$ cat config.mk
export PLATFORM = sky130hd
export DESIGN_NAME = controller_interface_flat
export DESIGN_NICKNAME = d
export VERILOG_FILES = /design/src/rtl/controller_interface_pkg.sv /design/src/rtl/controller_interface_if.sv /design/src/rtl/controller_interface_sync2.sv /design/src/rtl/controller_interface.sv /design/src/flat_wrapper.sv
export SDC_FILE = /design/constraint.sdc
export NUM_CORES = 1
export LEC_CHECK = 0
export ABC_AREA = 0
export BUFFER_PORTS_ARGS = -buffer_cell sky130_fd_sc_hd__buf_4
export CORE_AREA = 2 2 71 73
export DETAILED_ROUTE_END_ITERATION = 8
export DIE_AREA = 0 0 73 75
export GPL_TIMING_DRIVEN = 0
export PLACE_DENSITY = 0.84
export SLEW_MARGIN = 20
export SYNTH_ARGS = -nofsm -noshare
export SYNTH_HDL_FRONTEND = slang
export SYNTH_SLANG_ARGS = --single-unit
export TNS_END_PERCENT = 30
$ cat constraint.sdc
create_clock -name I_CLK_33MHZ -period 2.8 [get_ports I_CLK_33MHZ]
set_clock_uncertainty 0.05 [all_clocks]
set_input_delay 0.28 -clock I_CLK_33MHZ [delete_from_list [all_inputs] [get_ports I_CLK_33MHZ]]
set_output_delay 0.28 -clock I_CLK_33MHZ [all_outputs]
set_load 0.01 [all_outputs]
$ cat src/rtl/controller_interface_pkg.sv
// rtl/controller_interface_pkg.sv - shared types and constants for the game-pad reader
// Purpose: FSM state encoding, button bit positions within O_BUTTONS, and the
//          default timing constants for a 33 MHz system clock.
// Ports:   none (package).
package controller_interface_pkg;

  typedef enum logic [1:0] {
    ST_IDLE,
    ST_LATCH,
    ST_PULSE_HI,
    ST_PULSE_LO
  } state_e;

  // Bit positions of each button in O_BUTTONS; also the serial order on I_DATA.
  typedef enum logic [2:0] {
    BTN_A,
    BTN_B,
    BTN_SELECT,
    BTN_START,
    BTN_UP,
    BTN_DOWN,
    BTN_LEFT,
    BTN_RIGHT
  } btn_e;

  localparam int NUM_BUTTONS           = 8;
  localparam int DEF_LATCH_CYCLES      = 396;     // 12 us
  localparam int DEF_HALF_PULSE_CYCLES = 198;     // 6 us
  localparam int DEF_POLL_CYCLES       = 550000;  // ~60 Hz frame

endpackage

$ cat src/rtl/controller_interface_if.sv
// rtl/controller_interface_if.sv - pad-side signals of the NES-style controller
// Purpose: groups the serial link to the external shift-register controller.
// Ports:   I_DATA  - serial button data from the pad (low = pressed)
//          O_LATCH - latch strobe to the pad, active-high
//          O_PULSE - shift clock to the pad, active-high
// Modports: master = reader (drives latch/pulse), slave = pad (drives data).
interface controller_interface_if;

  logic I_DATA;
  logic O_LATCH;
  logic O_PULSE;

  modport master (input I_DATA, output O_LATCH, output O_PULSE);
  modport slave  (output I_DATA, input O_LATCH, input O_PULSE);

endinterface

$ cat src/rtl/controller_interface_sync2.sv
// rtl/controller_interface_sync2.sv - two-flop synchronizer for one asynchronous bit
// Purpose: brings an asynchronous level into the clock domain with 2 cycles latency.
// Ports:   clk_i  - clock
//          rst_ni - asynchronous active-low reset (flops load RESET_VAL)
//          d_i    - asynchronous input
//          q_o    - synchronized output
module controller_interface_sync2 #(
  parameter logic RESET_VAL = 1'b1
) (
  input  logic clk_i,
  input  logic rst_ni,
  input  logic d_i,
  output logic q_o
);

  logic meta_q;
  logic sync_q;

  always_ff @(posedge clk_i or negedge rst_ni) begin
    if (!rst_ni) begin
      meta_q <= RESET_VAL;
      sync_q <= RESET_VAL;
    end else begin
      meta_q <= d_i;
      sync_q <= meta_q;
    end
  end

  assign q_o = sync_q;

endmodule

$ cat src/rtl/controller_interface.sv
// rtl/controller_interface.sv - free-running serial game-pad reader
// Purpose: once per frame latches the pad, clocks out 8 button bits and presents
//          them as an active-high byte, updated atomically at the end of the read.
// Ports:   I_CLK_33MHZ - system clock, rising edge
//          I_RESET_L   - asynchronous active-low reset
//          pad         - controller link (I_DATA in, O_LATCH / O_PULSE out)
//          O_BUTTONS   - 1 = pressed; bit order A,B,Select,Start,Up,Down,Left,Right
module controller_interface
  import controller_interface_pkg::*;
#(
  parameter int LATCH_CYCLES      = DEF_LATCH_CYCLES,
  parameter int HALF_PULSE_CYCLES = DEF_HALF_PULSE_CYCLES,
  parameter int POLL_CYCLES       = DEF_POLL_CYCLES
) (
  input  logic                     I_CLK_33MHZ,
  input  logic                     I_RESET_L,
  controller_interface_if.master   pad,
  output logic [NUM_BUTTONS-1:0]   O_BUTTONS
);

  localparam int PHASE_MAX = (LATCH_CYCLES > HALF_PULSE_CYCLES) ? LATCH_CYCLES : HALF_PULSE_CYCLES;
  localparam int PHASE_W   = $clog2(PHASE_MAX + 1);
  localparam int FRAME_W   = $clog2(POLL_CYCLES);

  localparam logic [PHASE_W-1:0] LATCH_LAST = PHASE_W'(LATCH_CYCLES - 1);
  localparam logic [PHASE_W-1:0] HALF_LAST  = PHASE_W'(HALF_PULSE_CYCLES - 1);
  localparam logic [FRAME_W-1:0] FRAME_LAST = FRAME_W'(POLL_CYCLES - 1);

  state_e                  state_q, state_d;
  logic [FRAME_W-1:0]      frame_q, frame_d;
  logic [PHASE_W-1:0]      phase_q, phase_d;
  logic [2:0]              bit_idx_q, bit_idx_d;
  logic [NUM_BUTTONS-1:0]  shift_q, shift_d;
  logic [NUM_BUTTONS-1:0]  buttons_q, buttons_d;
  logic                    latch_q, latch_d;
  logic                    pulse_q, pulse_d;
  logic                    data_s;

  controller_interface_sync2 #(.RESET_VAL(1'b1)) u_sync2 (
    .clk_i  (I_CLK_33MHZ),
    .rst_ni (I_RESET_L),
    .d_i    (pad.I_DATA),
    .q_o    (data_s)
  );

  // Frame counter is independent of the FSM so the frame period stays exact.
  always_comb begin
    frame_d = (frame_q == FRAME_LAST) ? '0 : frame_q + 1'b1;
  end

  always_comb begin
    state_d   = state_q;
    phase_d   = phase_q;
    bit_idx_d = bit_idx_q;
    shift_d   = shift_q;
    buttons_d = buttons_q;
    case (state_q)
      ST_IDLE: begin
        if (frame_q == '0) begin
          state_d   = ST_LATCH;
          phase_d   = '0;
          bit_idx_d = 3'd0;
          shift_d   = '0;
        end
      end
      ST_LATCH: begin
        if (phase_q == LATCH_LAST) begin
          // A is already driven by the pad while the latch is high.
          shift_d[BTN_A] = ~data_s;
          state_d        = ST_PULSE_HI;
          phase_d        = '0;
          bit_idx_d      = 3'd1;
        end else begin
          phase_d = phase_q + 1'b1;
        end
      end
      ST_PULSE_HI: begin
        if (phase_q == HALF_LAST) begin
          state_d = ST_PULSE_LO;
          phase_d = '0;
        end else begin
          phase_d = phase_q + 1'b1;
        end
      end
      ST_PULSE_LO: begin
        if (phase_q == HALF_LAST) begin
          shift_d[bit_idx_q] = ~data_s;
          phase_d            = '0;
          if (bit_idx_q == BTN_RIGHT) begin
            // Publish the full byte, including the bit captured this cycle.
            buttons_d = shift_d;
            state_d   = ST_IDLE;
          end else begin
            bit_idx_d = bit_idx_q + 1'b1;
            state_d   = ST_PULSE_HI;
          end
        end else begin
          phase_d = phase_q + 1'b1;
        end
      end
      default: state_d = ST_IDLE;
    endcase
    // Strobes decoded from the next state and registered, so they are glitch-free
    // and mutually exclusive.
    latch_d = (state_d == ST_LATCH);
    pulse_d = (state_d == ST_PULSE_HI);
  end

  always_ff @(posedge I_CLK_33MHZ or negedge I_RESET_L) begin
    if (!I_RESET_L) begin
      state_q   <= ST_IDLE;
      frame_q   <= '0;
      phase_q   <= '0;
      bit_idx_q <= 3'd0;
      shift_q   <= '0;
      buttons_q <= '0;
      latch_q   <= 1'b0;
      pulse_q   <= 1'b0;
    end else begin
      state_q   <= state_d;
      frame_q   <= frame_d;
      phase_q   <= phase_d;
      bit_idx_q <= bit_idx_d;
      shift_q   <= shift_d;
      buttons_q <= buttons_d;
      latch_q   <= latch_d;
      pulse_q   <= pulse_d;
    end
  end

  assign pad.O_LATCH = latch_q;
  assign pad.O_PULSE = pulse_q;
  assign O_BUTTONS   = buttons_q;

endmodule

$ cat src/flat_wrapper.sv
// flat-port wrapper written by rule: the top's interface ports become plain ports
module controller_interface_flat import controller_interface_pkg::*;
#(
  parameter int LATCH_CYCLES      = DEF_LATCH_CYCLES,
  parameter int HALF_PULSE_CYCLES = DEF_HALF_PULSE_CYCLES,
  parameter int POLL_CYCLES       = DEF_POLL_CYCLES
)
  (I_CLK_33MHZ, I_RESET_L, O_BUTTONS, pad_I_DATA, pad_O_LATCH, pad_O_PULSE);
  controller_interface_if pad_i ();
  input  logic I_CLK_33MHZ;
  input  logic I_RESET_L;
  output logic [NUM_BUTTONS-1:0] O_BUTTONS;
  input wire logic [$bits(pad_i.I_DATA)-1:0] pad_I_DATA;
  output wire logic [$bits(pad_i.O_LATCH)-1:0] pad_O_LATCH;
  output wire logic [$bits(pad_i.O_PULSE)-1:0] pad_O_PULSE;
  assign pad_i.I_DATA = pad_I_DATA;
  assign pad_O_LATCH = pad_i.O_LATCH;
  assign pad_O_PULSE = pad_i.O_PULSE;
  controller_interface #(.LATCH_CYCLES(LATCH_CYCLES), .HALF_PULSE_CYCLES(HALF_PULSE_CYCLES), .POLL_CYCLES(POLL_CYCLES)) u_core (.I_CLK_33MHZ(I_CLK_33MHZ), .I_RESET_L(I_RESET_L), .pad(pad_i), .O_BUTTONS(O_BUTTONS));
endmodule
# Word-level counts from Yosys, hierarchy flattened
# Index checks and enable logic that the tools add are counted.
# word_totals
ff_bits	54
in_bits	3
output_inout_bits	10
# op_classes
n_addsub	3
magnitude_cmp	2
eq_ne	13
muxes	24
bitwise_logic	1
reduce_logical	10
# op_table
op	n
$mux 9	3
$pmux 9 s3	1
$add 20x1->20 const B	1
$eq 20x20->1 const B	1
$logic_not 20->1	1
$mux 20	1
$mux 8	2
$pmux 7 s2	1
$mux 3	4
$mux 2	5
$add 9x1->9 const B	1
$eq 9x8->1 const B	1
$eq 9x9->1 const B	1
$pmux 3 s3	1
$bwmux 8	1
$pmux 2 s4	1
$eq 2x2->1 const B	3
$ne 2x1->1 const B	3
$reduce_and 3->1	2
$reduce_and 5->1	1
$eq 2x1->1 const B	2
$lt 3x4->1 const B	1
$reduce_and 4->1	1
$add 3x1->3 const B	1
12 further kinds	13

# Depth between registers and ports, before layout
# depth
ltp_word	7
depth_mapped	9

# Modules after synthesis
# Synthesis repeated with hierarchy kept, for this count alone.
# hier_totals
hier_cells	295
hier_area_um2	2976.6
# modules_own_cells
mod	n_inst	cells_each	area_each_um2
controller_interface	1	293	2924.1
controller_interface_sync2	1	2	52.6

# Worst setup path after synthesis
# Ideal clock, no wire load.
# synth_timing
kind	reg-to-reg
from	reg u_core.phase_q[4]
to	reg u_core.bit_idx_q[0]
arrival_time_ns	2.137
required_time_ns	2.624
path_slack_ns	0.487
stages_incl_launch_ff	7
path_buffers	1
synth_period_minus_slack_ns	2.313
cell_sequence	dfrtp_1 -> or3b_1 -> or3_1 -> a21o_1 -> or3_1 -> buf_2 -> o32a_1
# synth_between
elab_chain_len	3
word_cells_on_any_way	5
# synth_lines
item	line_no	rtl
start: declaration	controller_interface.sv:31	logic [PHASE_W-1:0] phase_q, phase_d;
start signal: assignment	controller_interface.sv:122	phase_q <= phase_d;
$eq 9x8->1 / $eq 9x9->1 (equally long branches)	controller_interface.sv:86, controller_interface.sv:67	
$ne 2x1->1 (no source line)	-	
$reduce_and 5->1 (no source line) (*)	-	
end signal: assignment	controller_interface.sv:123	bit_idx_q <= bit_idx_d;
end: declaration	controller_interface.sv:32	logic [2:0] bit_idx_q, bit_idx_d;
# Mark *: on every way between the ends. The rest lies on a longest branch, timed or not.
# A chain may end at the register's enable or synchronous reset.

# Worst setup path after layout
# layout_timing
from	reg u_core.phase_q[4]
to	reg u_core.phase_q[6]
# layout_between
elab_chain_len	3
word_cells_on_any_way	6
# layout_lines
item	line_no	rtl
$add 9x1->9, or another cell as far along	controller_interface.sv:74, controller_interface.sv:82, controller_interface.sv:98	
$mux 9 (on tied branches)	controller_interface.sv:78, controller_interface.sv:86, controller_interface.sv:67	
$pmux 9 s3 (*)	controller_interface.sv:57	case (state_q)
# Marked as above.

==> out/summary.txt <==
Status - complete, no violations
Routability cong. - 0.859
Fraction of layout cells with a size suffix above 1 - 9.09%
Vias in the first global route - 2,080
Sink Count - 54
Die area - 0.00548 mm^2
Reg power frac - 62.7%
Final WL - 5.15 mm
Largest net degree at the start of global routing - 55
Synthesized instance count - 298
Per-cell routed wire length - 13.8 um
Max cap viols - 0
Final setup viols - 0
Vias per inst - 5.72
Starting Density - 58.9%
Dpl cells - 364
Peak VDD IR - 0.218 mV
Setup bufs post-CTS - 0
Dominant synthesized flop cell - dfrtp_1
PD cells - 415 mW/mm^2
Clock share of power - 35.7%
CP max FO - 8
Area contributors post-synth - dfrtp_1 47%, o21ai_0 7.1%, nand2_1 6.6%
Mean Syn Cell Area - 9.21 um^2
Number of flops mapped to enable cells by yosys - 0
Lkg Pwr - 1.34 nW
Die width - 73 um
Worst-skew pair later-pin latency - 0.31 ns
DP Wirelength - 3.50 mm
Port bufs - 12
Worst hold path class - in -> reg
Initial antenna violation count - 0
Mapped Nets - 312
P_sw - 0.263 mW
Root buffer selected by CTS - clkbuf_8
Area Growth Syn to Fin - 9.66%
Clock slew at reported path FFs - 0.09 ns
Share of the synthesized area in the top cell type - 47.4%
Total CTS buffers - 5
Cell taking the most area after synthesis - dfrtp_1
Core outline area - 0.00466 mm^2
Rel. slew slack - 44.0%
Row count - 25
N_diodes - 0
Setup TNS - 0 ns
Slew Viols, Final - 0
Crit path kind - reg -> reg
Final Non-Filler Cells - 373
Most frequent cells after synthesis - 52 x dfrtp_1, 48 x nand2_1, 39 x o21ai_0, 25 x nor2_1, 13 x nand3_1
Final ANT Viol Nets - 0
Warnings from Yosys - 0
# DRC - 0
Total track usage - 21.2%
FILL cells - 372
Routed vias - 2,132
First-pass DRT Iterations - 4
Clock Path Buffers - 2
Flops & latches, synth - 54
Worst-margin pin slew - 0.833 ns
Crit path DAT - 2.62 ns
Crit path launch type - flip-flop
CTS tree - yes
Fin nets - 332
Seq/Total Area, Yosys - 49.3%
Sw Ratio - 21.0%
Combinational share of power - 1.7%
Worst Setup End Kind - flip-flop
# IOs - 13
Fin crit share - 88.8%
Final Critical Period - 2.49 ns
WP data required - 2.93 ns
Overall power - 1.25 mW
R2r setup slk - 0.31 ns
RSZ-0062 raised after global routing - false
FMAX - 0.402 GHz
Internal power - 0.986 mW
Mapped Area - 0.00275 mm^2
Asr flop ratio synth - 100%
DRT iter0 DRCs - 157
Congestion Overflow GR - 0
Final hold vios - 0
Most numerous cell in the Yosys netlist - dfrtp_1
Count of cell types in the netlist - 42
Global-route wire length before repair - 9.03 mm
Die Y-Extent - 75 um
H-tree Lvls - 2
cell usage in the layout (no fill, tap or decap), types with 5 or more instances in the layout:
master,n
a21oi_1,5
and3_1,10
buf_4,12
clkbuf_1,10
clkbuf_8,6
dfrtp_1,52
ha_1,11
inv_1,9
nand2_1,48
nand2b_1,8
nand3_1,13
nor2_1,25
o21ai_0,39
o31ai_1,6
xnor2_1,11
xor2_1,6
sequential cells by signal, indices dropped and copies added (netlist names):
| signal | cells |
|---|---|
| u_core.frame_q | 20 |
| u_core.phase_q | 9 |
| u_core.O_BUTTONS | 8 |
| u_core.shift_q | 8 |
| u_core.bit_idx_q | 3 |
| u_core.state_q | 2 |
| u_core.pad.O_LATCH | 1 |
| u_core.pad.O_PULSE | 1 |
| u_core.u_sync2.meta_q | 1 |
| u_core.u_sync2.q_o | 1 |
power groups by stage:
stage / clock network [mW] / registers [mW] / logic, mW
after floorplan: 0 / 0.798 / 0.00233
after global placement: 0 / 0.798 / 0.0203
after detailed placement: 0 / 0.798 / 0.0208
after CTS: 0.458 / 0.782 / 0.0222
after global routing: 0.487 / 0.783 / 0.0247
final: 0.445 / 0.782 / 0.0207
critical path, stage by stage (launching register included):
cell	delay, ns
dfrtp_1	0.44
or3b_1	0.42
o32a_2	0.37
o21bai_1	0.43
or2_2	0.20
clkbuf_1	0.30
o21ai_0	0.16
worst paths after layout:
kind | depth (start not counted) | end | startpoint
worst max-delay path | 6 | u_core.phase_q[6] | u_core.phase_q[4]
worst min-delay path | 1 | u_core.u_sync2.meta_q | pad_I_DATA
worst max register to register | 6 | u_core.phase_q[6] | u_core.phase_q[4]
worst min register to register | 0 | u_core.u_sync2.q_o | u_core.u_sync2.meta_q
max in group asynchronous | 2 | u_core.frame_q[10] | I_RESET_L
min in group asynchronous | 2 | u_core.frame_q[17] | I_RESET_L
timing repair:
| action | in CTS | in global routing |
|---|---|---|
| hold endpoints to repair | 52 | 0 |
| gates resized for setup | 0 | 0 |
| hold buffers | 1 | 0 |
per-layer routing:
metal  track usage [%]  up-vias  share of wire, %
met2              34.7       45                48
met5                 0        -                 0
met3              4.42       12               3.1
met4              9.26        0               2.0
li1                  -     1070                 -
met1              27.3     1005                47
layout make-up:
type | instances | area [um^2] | area share, %
buffer | 11 | 42.5 | 1.41
clock buffer | 7 | 86.3 | 2.87
clock inverter | 1 | 5.00 | 0.166
inverter | 9 | 33.8 | 1.12
multi-input combinational | 224 | 1320 | 43.9
sequential | 54 | 1350 | 45.0
tap | 54 | 67.6 | 2.24
timing repair buffer | 13 | 100 | 3.33
kinds of logic (layout without fill, tap and decap cells):
| group | Yosys count | in the layout | share of synthesized area [%] |
|---|---|---|---|
| adder cells (fa/ha/maj) | 11 | 11 | 5.01 |
| buffers and inverters | 20 | 41 | 2.78 |
| XOR/XNOR | 17 | 17 | 5.42 |
| AND/OR/NAND/NOR | 132 | 132 | 23.0 |
| AO/OA/AOI/OAI | 63 | 63 | 14.1 |
| flip-flops | 54 | 54 | 49.3 |
| multiplexers | 1 | 1 | 0.365 |
metrics by stage:
step	util [%]	worst slack, ns	cell area (um^2)	hold slack [ns]
finish	64.6	0.314	3010	0.0257
global route	64.6	0.121	3010	0.0144
CTS	64.6	0.333	3010	0.0204
detailed placement	62.4	0.345	2910	0.304
global placement	62.3	0.296	2900	0.302
floorplan	-	0.487	2750	-0.0656
(Power assumes the default switching activity.)
